File: src/rtl/multicycle_ctrl.sv
// Multi-cycle FETCH/DECODE/EXEC/MEM/WB control unit for a single-memory-port RISC-V datapath.
// Define ILLEGAL_TRAP_EN to send illegal decodes to a sticky TRAP state; otherwise they retire as NOPs.
module multicycle_ctrl #(
  parameter int COUNT_W = 16
) (
  input  logic               clk,
  input  logic               rst,
  input  logic [6:0]         opcode,
  input  logic [2:0]         funct3,
  input  logic [6:0]         funct7,
  input  logic               imem_ready,
  input  logic               dmem_ready,
  output logic               pc_write,
  output logic               ir_write,
  output logic               reg_write,
  output logic               mem2reg,
  output logic               alu_src,
  output logic               mem_write,
  output logic               mem_read,
  output logic [3:0]         alu_cc,
  output logic               instr_done,
  output logic [COUNT_W-1:0] retired_count,
  output logic [2:0]         state_dbg
);

`ifdef ILLEGAL_TRAP_EN
  localparam bit TRAP_EN = 1'b1;
`else
  localparam bit TRAP_EN = 1'b0;
`endif

  localparam logic [6:0] OP_RTYPE = 7'b0110011;
  localparam logic [6:0] OP_ITYPE = 7'b0010011;
  localparam logic [6:0] OP_LOAD  = 7'b0000011;
  localparam logic [6:0] OP_STORE = 7'b0100011;

  typedef enum logic [2:0] {
    S_FETCH  = 3'd0,
    S_DECODE = 3'd1,
    S_EXEC   = 3'd2,
    S_MEM    = 3'd3,
    S_WB     = 3'd4,
    S_TRAP   = 3'd5
  } state_t;

  typedef enum logic [2:0] {
    C_NONE    = 3'd0,
    C_RTYPE   = 3'd1,
    C_ITYPE   = 3'd2,
    C_LOAD    = 3'd3,
    C_STORE   = 3'd4,
    C_ILLEGAL = 3'd5
  } class_t;

  state_t     state, state_next;
  class_t     cls_q, dec_class;
  logic [3:0] cc_q, dec_cc;
  logic [4:0] arith;
  logic       quiet;
  logic       nop_pend;

  // {valid, alu_cc} for the funct3 codes shared by register and immediate arithmetic
  function automatic logic [4:0] arith_cc(input logic [2:0] f3);
    case (f3)
      3'b000:  arith_cc = {1'b1, 4'b0010};
      3'b100:  arith_cc = {1'b1, 4'b1100};
      3'b110:  arith_cc = {1'b1, 4'b0001};
      3'b111:  arith_cc = {1'b1, 4'b0000};
      3'b010:  arith_cc = {1'b1, 4'b0111};
      default: arith_cc = 5'b0_0000;
    endcase
  endfunction

  always_comb begin
    arith     = arith_cc(funct3);
    dec_class = C_ILLEGAL;
    dec_cc    = 4'b0000;
    case (opcode)
      OP_RTYPE: begin
        if (funct7 == 7'b0000000 && arith[4]) begin
          dec_class = C_RTYPE;
          dec_cc    = arith[3:0];
        end else if (funct7 == 7'b0100000 && funct3 == 3'b000) begin
          dec_class = C_RTYPE;
          dec_cc    = 4'b0110;
        end
      end
      OP_ITYPE: begin
        if (arith[4]) begin
          dec_class = C_ITYPE;
          dec_cc    = arith[3:0];
        end
      end
      OP_LOAD: begin
        if (funct3 == 3'b010) begin
          dec_class = C_LOAD;
          dec_cc    = 4'b0010;
        end
      end
      OP_STORE: begin
        if (funct3 == 3'b010) begin
          dec_class = C_STORE;
          dec_cc    = 4'b0010;
        end
      end
      default: ;
    endcase
  end

  always_ff @(posedge clk) begin
    if (rst) begin
      state         <= S_FETCH;
      cls_q         <= C_NONE;
      cc_q          <= 4'b0000;
      quiet         <= 1'b1;
      nop_pend      <= 1'b0;
      retired_count <= '0;
    end else begin
      state    <= state_next;
      quiet    <= 1'b0;
      nop_pend <= !TRAP_EN && (state == S_DECODE) && (dec_class == C_ILLEGAL);
      if (state == S_DECODE) begin
        cls_q <= dec_class;
        cc_q  <= dec_cc;
      end
      if (instr_done) retired_count <= retired_count + COUNT_W'(1);
    end
  end

  always_comb begin
    state_next = state;
    case (state)
      S_FETCH:  if (!quiet && imem_ready) state_next = S_DECODE;
      S_DECODE: begin
        if (dec_class == C_ILLEGAL) state_next = TRAP_EN ? S_TRAP : S_FETCH;
        else                        state_next = S_EXEC;
      end
      S_EXEC:   state_next = (cls_q == C_LOAD || cls_q == C_STORE) ? S_MEM : S_WB;
      S_MEM:    if (dmem_ready) state_next = (cls_q == C_LOAD) ? S_WB : S_FETCH;
      S_WB:     state_next = S_FETCH;
      S_TRAP:   state_next = S_TRAP;
      default:  state_next = S_FETCH;
    endcase
  end

  // Strobes are quiet during reset and for the one FETCH cycle that follows it.
  always_comb begin
    pc_write   = 1'b0;
    ir_write   = 1'b0;
    reg_write  = 1'b0;
    mem2reg    = 1'b0;
    alu_src    = 1'b0;
    mem_write  = 1'b0;
    mem_read   = 1'b0;
    alu_cc     = 4'b0000;
    instr_done = nop_pend;
    case (state)
      S_FETCH: begin
        if (!quiet) begin
          mem_read = 1'b1;
          ir_write = imem_ready;
          pc_write = imem_ready;
        end
      end
      S_EXEC: begin
        alu_cc  = cc_q;
        alu_src = (cls_q != C_RTYPE);
      end
      S_MEM: begin
        alu_cc    = cc_q;
        alu_src   = 1'b1;
        mem_read  = (cls_q == C_LOAD);
        mem_write = (cls_q == C_STORE);
        if (cls_q == C_STORE && dmem_ready) instr_done = 1'b1;
      end
      S_WB: begin
        reg_write  = 1'b1;
        mem2reg    = (cls_q == C_LOAD);
        instr_done = 1'b1;
      end
      default: ;
    endcase
    if (rst) begin
      pc_write   = 1'b0;
      ir_write   = 1'b0;
      reg_write  = 1'b0;
      mem2reg    = 1'b0;
      alu_src    = 1'b0;
      mem_write  = 1'b0;
      mem_read   = 1'b0;
      alu_cc     = 4'b0000;
      instr_done = 1'b0;
    end
  end

  assign state_dbg = state;

endmodule

File: config.mk
export PLATFORM = sky130hd
export DESIGN_NAME = multicycle_ctrl
export DESIGN_NICKNAME = d
export VERILOG_FILES = /design/src/rtl/multicycle_ctrl.sv
export SDC_FILE = /design/constraint.sdc
export NUM_CORES = 1
export LEC_CHECK = 0
export BUFFER_PORTS_ARGS = -buffer_cell sky130_fd_sc_hd__buf_2
export CAP_MARGIN = 20
export CORE_MARGIN = 8
export CORE_UTILIZATION = 28
export DETAILED_ROUTE_END_ITERATION = 10
export GPL_TIMING_DRIVEN = 0
export PLACE_DENSITY = 0.47
export SLEW_MARGIN = 20
export SYNTH_ARGS = -nofsm -noshare
export SYNTH_HDL_FRONTEND = slang
export SYNTH_SLANG_ARGS = --single-unit
File: constraint.sdc
create_clock -name clk -period 3 [get_ports clk]
set_input_delay 0.6 -clock clk [delete_from_list [all_inputs] [get_ports clk]]
set_output_delay 0.6 -clock clk [all_outputs]
set_load 0.1 [all_outputs]
======== Word level (Yosys, flattened, before mapping) ========
Index checks and enable logic that the tools add are counted.
storage, ports and cells
  output and inout port bits .............. 31
  word-level logic and storage cells ...... 78
  input bits .............................. 21
  register bits ........................... 28
cells by class
  muxes and demuxes ....................... 38
  add/sub/neg operators ................... 1
  equal/unequal tests ..................... 20
  reduce and logical (&&, ||, !) cells .... 13
operators with widths
  operator               number
  $mux 3                 9
  $pmux 5 s5             1
  $eq 3x3->1 const B     7
  $eq 7x6->1 const B     3
  $add 16x1->16 const B  1
  $mux 1                 16
  $mux 4                 4
  $pmux 3 s5             1
  $eq 3x2->1 const B     4
  $pmux 3 s4             1
  $pmux 4 s3             1
  $eq 7x2->1 const B     1
  $eq 7x5->1 const B     1
  $logic_not 7->1        1
  $logic_not 3->1        2
  $pmux 1 s2             3
  $logic_and 1x1->1      5
  $mux 2                 2
  $ne 2x2->1 const B     2
  $reduce_or 2->1        2
  $eq 3x1->1 const B     1
  $ne 3x1->1 const B     1
  $reduce_and 2->1       1
  $logic_not 1->1        1
  $logic_or 1x1->1       1

======== Logic depth before layout (Yosys ltp) ========
Gate-level depths: netlist of the first run.
  depth in word-level cells ............... 8
  gate-level depth with buffers ........... 6

======== Least setup slack after synthesis of the first run ========
No wires, ideal clock.
  path type ............................... register to output
  from .................................... register state[0] (netlist: state_dbg[0])
  to ...................................... output port alu_src
  setup slack ............................. -1.841 ns
  data arrival time ....................... 4.241 ns
  stages on the path, launching flop included .. 4
  cell sequence ........................... dfxtp_1 > clkbuf_1 > nor4b_1 > nor4_1
on the way
  longest elaborated chain between the ends .. 3
  elaborated cells on any way between the ends .. 4
  classes of those cells .................. 2 x eq/ne; 2 x mux
ends and longest elaborated chain
  element                   line  RTL
  start: declaration        55    state_t state, state_next;
  start signal: assignment  119   state <= state_next;
  $eq 3x2->1                157   case (state)
  $pmux 1 s2 *              157
  $mux 1 *                  183   if (rst) begin
  end: declaration          17    output logic alu_src,
Mark *: on every way between the ends. The rest lies on a longest branch, timed or not.

======== Final worst setup path of the first run ========
  from .................................... register state[2] (netlist: state_dbg[2])
  to ...................................... output port pc_write
on the way
  longest elaborated chain between the ends .. 3
ends and longest elaborated chain
  element           line  RTL
  $logic_not 3->1   157
  $mux 1            157
  $mux 1            183
  end: declaration  13    output logic pc_write,
Every way passes these cells.

==> results.toml, run 1 <==
[floorplan]
num_rows = 28
start_util_pct = 28.2
ios = 52
core_area_um2 = 5780
die_w_um = 92.3
die_y_um = 92.3
die_area_um2 = 8530

[detailed_routing]
drc = 0
wl_um = 4530
drtPass1Iterations = 4
ant_nets = 0
drt-wirelength-per-cell_um = 13.8
vias = 1621
vias_per_cell = 4.93
drt-initial-drc-count = 90

[clock_network]
cts_root_buf = "clkbuf_8"
cts_hold_buf = 0
cts_max_level = 1
cts_tree = "yes"
cts_setup_buffers = 0
clk_latency_ps = 280
numClockSinks = 28
clock_path_buffers = 2
clk_pin_slew_ps = 100
cts-buffers-inserted = 3
cts_resized = 0

[sta]
finalCritPeriodShare_pct = 94.0
setup_ws_ps = 181
fin_worst_skew_ps = 2.80
maxSlewViolCount = 0
min_period_ps = 2820
maxSlewHeadroom_pct = 61.7
whs_ps = 425
setup_viol = 0
worstMarginPinSlew_ps = 567
fmax_mhz = 355
rsz0062_at_grt = "false"
hold_viol = 0

[grt]
grt_use_total_pct = 10.6
grt_start_max_net_pins = 17
top_usage_layer = "met2"
gr-usage-met3_pct = 2.18
grt_remaining_overflow = 0
use_met1_pct = 12.7
antenna_found_initial = 0
grt_use_met2_pct = 18.1
grt_pass1_wl_um = 7530
grt_pass1_vias = 1557

[synth]
synth.cell_area_um2 = 1630
synth-async-reset-ratio_pct = 0
ys.flop_type = "dfxtp_1"
yosys_warnings = 0
synth_area_leaders = "dfxtp_1, nor2_1, xnor2_1"
avgSynthCellArea_um2 = 8.08
synthesis.nets = 224
synth.ff_latch_count = 28
synth-edff-count = 0
synth_cell_types = 49
synth_top_area_share_pct = 34.4
synth-seq-area-share_pct = 34.4
syn_inst = 202
synth_commonest_cells = "dfxtp_1, nor2_1, nand2_1"
synth_top_area_cell = "dfxtp_1"
synth.most_common_cell = "dfxtp_1"

[status]
outcome = "completed"

[job]
cap_violations = 0

[critical_path]
start_kind = "register"
slowest_stage = "nor2_1"
timing.rr.start = "state_dbg[1]$_SDFFE_PP0P_"
end_kind = "output pin"
path_max_fanout = 10
worstPathRequired_ps = 2400
path_cells = "clkbuf_1 > nor2_1 > nand2_1 > nor3_4 > buf_6 > buf_2"
cp-startpoint = "state_dbg[2]$_SDFFE_PP0P_"
path_class = "reg -> out"
cp.arrival_ps = 2220
critPathMaxStageDelay_ps = 410

[worst_hold_path]
hp-start = "rst"
worstHoldPathType = "in -> reg"

[placed_design]
port_buffers = 48
gp_congestion = 0.788
placed_area_um2 = 2010
pre_cts_slack_ps = 206
dpl.hpwl_um = 3480

[layout]
drive_gt1_share_pct = 28.0
fin_util_pct = 36.0
final_nets = 277
antenna_cells = 0
postLayoutCellArea_um2 = 2080
synthToLayoutAreaGrowth_pct = 27.5

[power]
ir_worst_vdd_v = 0.000247
leakage_uw = 0.000848
p_per_area_nw_per_um2 = 380
[state kept, by name (all words and copies together) (netlist names)]
| name | count |
|---|---|
| retired_count | 16 |
| cc_q | 4 |
| cls_q | 3 |
| state_dbg | 3 |
| nop_pend | 1 |
| quiet | 1 |
[metal layers]
layer | vias to the layer above | part of all wire, %
li1 | 833 | -
met1 | 755 | 48
met2 | 31 | 47
met3 | 2 | 3.9
met4 | 0 | 0.33
met5 | - | 0
[where the power goes]
part           internal [uW]  total [uW]  switching [uW]
Combinational           34.3         104            69.4
Sequential               375         380            4.38
Clock                    179         307             128
[cells in the final DEF (no fill, tap or decap), types with 7 or more instances in the layout]
cell and n:
buf_2 52, clkbuf_1 11, dfxtp_1 27, nand2_1 14
nand3_1 8, nor2_1 24, nor3_1 8, o21ai_0 8
xnor2_1 9, xor2_1 7
[critical path: cells and delay by family, from the launching register on]
kind | cells | cell delay [ps]
flops | 1 | 370
simple gates | 3 | 790
buf+inv | 3 | 770
[final cells by class]
class                      count  area [um^2]
sequential                    28          562
fill                         647         3700
clock inverter                 1         30.0
buffer                        16         72.6
timing repair buffer          48          240
inverter                       4         15.0
clock buffer                   3         41.3
tap                           75         93.8
multi-input combinational    154         1030
[final timing paths]
kind / cells past startpoint / endpoint / slack, ps
worst max-delay path: 6 / pc_write / 180
worst max register to register: 6 / cc_q[3]$_SDFFE_PP0P_ / 1250
worst min-delay path: 1 / quiet$_DFF_P_ / 420
worst min register to register: 2 / cc_q[3]$_SDFFE_PP0P_ / 500
[cells by family (layout without fill, tap and decap cells)]
group | Yosys count | after routing | share of synthesized area [%]
adder cells (fa/ha/maj) | 1 | 1 | 0.767
AO/OA/AOI/OAI | 34 | 34 | 15.0
buffers and inverters | 20 | 72 | 5.14
flip-flops | 28 | 28 | 34.4
AND/OR/NAND/NOR | 101 | 101 | 34.8
XOR/XNOR | 16 | 16 | 8.59
multiplexers | 2 | 2 | 1.30
[stage by stage]
stage          setup TNS (ps)  total power (uW)  instances
2_1_floorplan           -69.7               463        202
3_3_place_gp                0               493        325
3_5_place_dp                0               493        325
4_1_cts                     0               803        329
5_1_grt                     0               823        329
6_report                    0               791        329
Note: power is estimated with default switching activity, not from simulation.
==> run 2, diff against run 1 <==
CTS_BUF_LIST = sky130_fd_sc_hd__clkbuf_4   (was default)
GPL_ROUTABILITY_DRIVEN = 0   (was default)
==> run 2 against run 1 <==
Effect of this change: die area did not move; sequential power barely moved; critical path type unchanged; total power fell by 6.0%; sequential cell count did not move; critical endpoint unchanged; final cell count did not move; worst setup slack improved by 42 ps; non-clock buffer count did not move; maximum frequency rose by 1.5%.
==> results.toml, run 2 (same netlist as run 1, synthesis figures left out) <==
[grt]
grt_start_max_net_pins = 17
antenna_found_initial = 0
grt_remaining_overflow = 0
grt_pass1_vias = 1560
grt_use_total_pct = 10.5
grt_pass1_wl_um = 7520

[critical_path]
start_kind = "register"
cp.arrival_ps = 2180
path_max_fanout = 10
worstPathRequired_ps = 2400
path_class = "reg -> out"
end_kind = "output pin"
rrSetupSlack_ps = 1250

[power]
switching_share_pct = 26.6
leakage_uw = 0.000840
comb_power_share_pct = 14.0
finalPower_uw = 743
seqPwrFrac_pct = 51.2
p_int_uw = 545
p_sw_uw = 197
ir_worst_vdd_v = 0.000149
pwr-share-clk_pct = 34.8
p_per_area_nw_per_um2 = 360

[detailed_routing]
drt-wirelength-per-cell_um = 13.7
drtPass1Iterations = 4
wl_um = 4520
drt-initial-drc-count = 127
ant_nets = 0
vias = 1618
vias_per_cell = 4.92
drc = 0

[job]
cap_violations = 0

[sta]
whs_ps = 361
rsz0062_at_grt = "false"
maxSlewViolCount = 0
setup_viol = 0
fmax_mhz = 360
setup_ws_ps = 224
worstMarginPinSlew_ps = 547
finalSetupTns_ps = 0
fin_worst_skew_ps = 7.79
min_period_ps = 2780
finalCritPeriodShare_pct = 92.5
hold_viol = 0
maxSlewHeadroom_pct = 63.0

[layout]
antenna_cells = 0
multi_input_area_um2 = 1030
drive_gt1_share_pct = 28.3
final_cells = 329
top_register = "retired_count"
layout_common_cells = "buf_2, dfxtp_1, nor2_1, nand2_1, clkbuf_1"
nFillCells = 648
final_common_cell = "buf_2"
synthToLayoutAreaGrowth_pct = 26.5
top_regs = "retired_count (16), cc_q (4)"
largest_reg_flops = 16
seqCellArea_um2 = 562
final_nets = 277

[floorplan]
ios = 52
num_rows = 28
die_area_um2 = 8530
die_y_um = 92.3
die_w_um = 92.3
core_area_um2 = 5780
start_util_pct = 28.2

[clock_network]
cts_tree = "yes"
clk_pin_slew_ps = 170
numClockSinks = 28
clk_latency_ps = 340
cts-buffers-inserted = 3
cts_max_level = 1
clock_path_buffers = 2
cts_root_buf = "clkbuf_4"

[placed_design]
port_buffers = 48
dpl.hpwl_um = 3480
pre_cts_slack_ps = 206
placed_cells = 325

[status]
outcome = "completed"

[worst_hold_path]
worstHoldPathType = "in -> reg"
[run 2: cell counts in the layout (fill, tap and decap cells not counted)]
No cell type changed its count.
[run 2: final timing paths]
kind,from,cells after the start,endpoint
setup / recovery,state_dbg[2]$_SDFFE_PP0P_,6,pc_write
hold / removal,rst,1,quiet$_DFF_P_
setup reg to reg,state_dbg[1]$_SDFFE_PP0P_,6,cc_q[3]$_SDFFE_PP0P_
hold reg to reg,cc_q[3]$_SDFFE_PP0P_,2,cc_q[3]$_SDFFE_PP0P_
[run 2: timing repair]
item / in CTS / in global routing
setup buffers: 0 / 0
hold buffers: 0 / 0
gates resized for setup: 0 / 1
setup endpoints to repair: 0 / 2
hold endpoints to repair: 0 / 0
[run 2: per-stage QoR]
| stage | area [um^2] | util [%] |
|---|---|---|
| final | 2060 | 35.7 |
| after global routing | 2060 | 35.7 |
| after CTS | 2060 | 35.7 |
| after detailed placement | 2010 | 34.8 |
| after global placement | 2010 | 34.8 |
| after floorplan | 1680 | - |
[run 2: worst max-delay path: stages (launching register included)]
cell	delay, ps
dfxtp_2	390
clkbuf_1	250
nor2_2	320
nand2_1	140
nor3_4	220
buf_6	110
buf_2	410
[run 2: cell type report]
class	count	share of cell area (%)
clock inverters	1	1.45
multi-input cells	154	49.8
flip-flops and latches	28	27.2
well taps	75	4.55
clock buffers	3	1.09
inverters	4	0.727
repair buffers	48	11.6
plain buffers	16	3.52
[run 2: per-layer routing]
| metal | track usage (%) | wire, um | part of all wire [%] | up-vias |
|---|---|---|---|---|
| met4 | 3.22 | 0 | 0 | 0 |
| met1 | 12.8 | 2170 | 48 | 757 |
| met2 | 18.1 | 2190 | 48 | 25 |
| li1 | - | - | - | 836 |
| met5 | 0 | 0 | 0 | - |
| met3 | 2.18 | 166 | 3.7 | 0 |
[run 2: power groups by stage]
stage	combinational [uW]	clock, uW	sequential (uW)
finish	104	258	380
global route	113	280	381
global placement	105	0	388
floorplan	67.8	0	396
detailed placement	104	0	388
CTS	105	269	381
==> run 3, diff against run 2 <==
PLACE_DENSITY = 0.49   (was 0.47)
clock period = 2.5 ns   (was 3 ns; I/O delays follow)
==> run 3 against run 2 <==
Effect of this change: total power increased by 21%; utilization increased by 1.3 points; worst hold slack got worse by 73 ps; largest power group unchanged; highest routed layer is now met4.
==> results.toml, run 3 (same netlist as run 1, synthesis figures left out) <==
[critical_path]
critPathMaxStageDelay_ps = 460
cp-startpoint = "state_dbg[2]$_SDFFE_PP0P_"
slowest_stage = "buf_2"
worstPathRequired_ps = 2000
end_kind = "output pin"
path_cells = "clkbuf_8 > nor2_4 > nand2_2 > nor3_4 > buf_2"
timing.rr.start = "state_dbg[1]$_SDFFE_PP0P_"
path_class = "reg -> out"
cp.arrival_ps = 1880
path_max_fanout = 10
start_kind = "register"

[detailed_routing]
drtPass1Iterations = 4
ant_nets = 0
vias_per_cell = 4.89
vias = 1609
drt-wirelength-per-cell_um = 14.2
drt-initial-drc-count = 114
wl_um = 4680
drc = 0

[layout]
largest_reg_flops = 16
nFillCells = 633
final_nets = 277
top_register = "retired_count"
drive_gt1_share_pct = 30.7
final_cells = 329
fin_util_pct = 37.0
postLayoutCellArea_um2 = 2140
final_common_cell = "buf_2"
antenna_cells = 0
synthToLayoutAreaGrowth_pct = 31.1
top_regs = "retired_count (16), cc_q (4)"
layout_common_cells = "buf_2, dfxtp_1, nor2_1, nand2_1"

[sta]
rsz0062_at_grt = "true"
fin_worst_skew_ps = 14.3
fmax_mhz = 420
maxSlewViolCount = 0
worstMarginPinSlew_ps = 567
finalCritPeriodShare_pct = 95.2
maxSlewHeadroom_pct = 62.2
setup_viol = 0
hold_viol = 0
min_period_ps = 2380

[grt]
grt_use_total_pct = 10.9
grt_remaining_overflow = 0
grt_pass1_wl_um = 7830
grt_start_max_net_pins = 17
antenna_found_initial = 0
grt_pass1_vias = 1593

[power]
finalPower_uw = 900
p_per_area_nw_per_um2 = 421
ir_worst_vdd_v = 0.000212
leakage_uw = 0.000871

[clock_network]
clk_pin_slew_ps = 160
numClockSinks = 28
cts_root_buf = "clkbuf_4"
clock_path_buffers = 2
cts_resized = 0
cts_max_level = 1
cts_tree = "yes"
cts-buffers-inserted = 3
cts_hold_buf = 0
clk_latency_ps = 350
cts_setup_buffers = 0

[worst_hold_path]
hp-start = "rst"
worstHoldPathType = "in -> reg"

[floorplan]
die_y_um = 92.3
die_area_um2 = 8530
core_area_um2 = 5780
start_util_pct = 28.2
num_rows = 28
ios = 52
die_w_um = 92.3

[placed_design]
placed_cells = 325
dpl.hpwl_um = 3580
placed_area_um2 = 2080
port_buffers = 48

[job]
cap_violations = 0

[status]
outcome = "completed"
run 3: cell types whose count changed in the layout (fill, tap and decap cells not counted), moves of 2 or more:
cell / previous run / this run
dfxtp_4: 0 / 3
buf_2: 52 / 50
clkbuf_1: 11 / 9
clkbuf_4: 3 / 5
dfxtp_1: 27 / 25
run 3: report_power, final:
group / internal, uW / total (uW) / switching, uW
clock network: 162 / 313 / 150
registers: 448 / 454 / 5.46
logic: 47.3 / 134 / 86.6
total: 658 / 900 / 242
run 3: per-stage QoR:
stage	hold WS, ps	setup TNS, ps	setup WS [ps]
3_3_place_gp	475	0	185
5_1_grt	271	-3.78	-3.78
6_report	288	0	121
4_1_cts	278	0	41.9
3_5_place_dp	473	0	180
2_1_floorplan	446	-8.85	-8.85
run 3: worst paths after layout:
kind,end,depth (start not counted),slack (ps)
setup / recovery,ir_write,5,120
hold / removal,quiet$_DFF_P_,1,290
setup reg to reg,cc_q[3]$_SDFFE_PP0P_,6,800
hold reg to reg,cc_q[3]$_SDFFE_PP0P_,2,510
run 3: cell type report:
class	count	area [um^2]	share of cell area (%)
clock inverters	1	30.0	1.40
multi-input cells	154	1050	49.0
flip-flops and latches	28	572	26.7
repair buffers	48	245	11.5
inverters	4	15.0	0.702
clock buffers	3	22.5	1.05
well taps	75	93.8	4.39
plain buffers	16	113	5.26
run 3: worst max-delay path, delay by kind of cell, from the launching register on:
family,cells,cell delay (ps)
buf+inv,2,630
flops,1,400
simple gates,3,500
run 3: metal layers:
metal,vias up,global-route usage [%],share of wire (%)
met3,2,1.62,2.6
met2,24,18.2,47
met5,-,0,0
met1,751,14.2,49
met4,0,2.82,0.64
li1,832,-,-
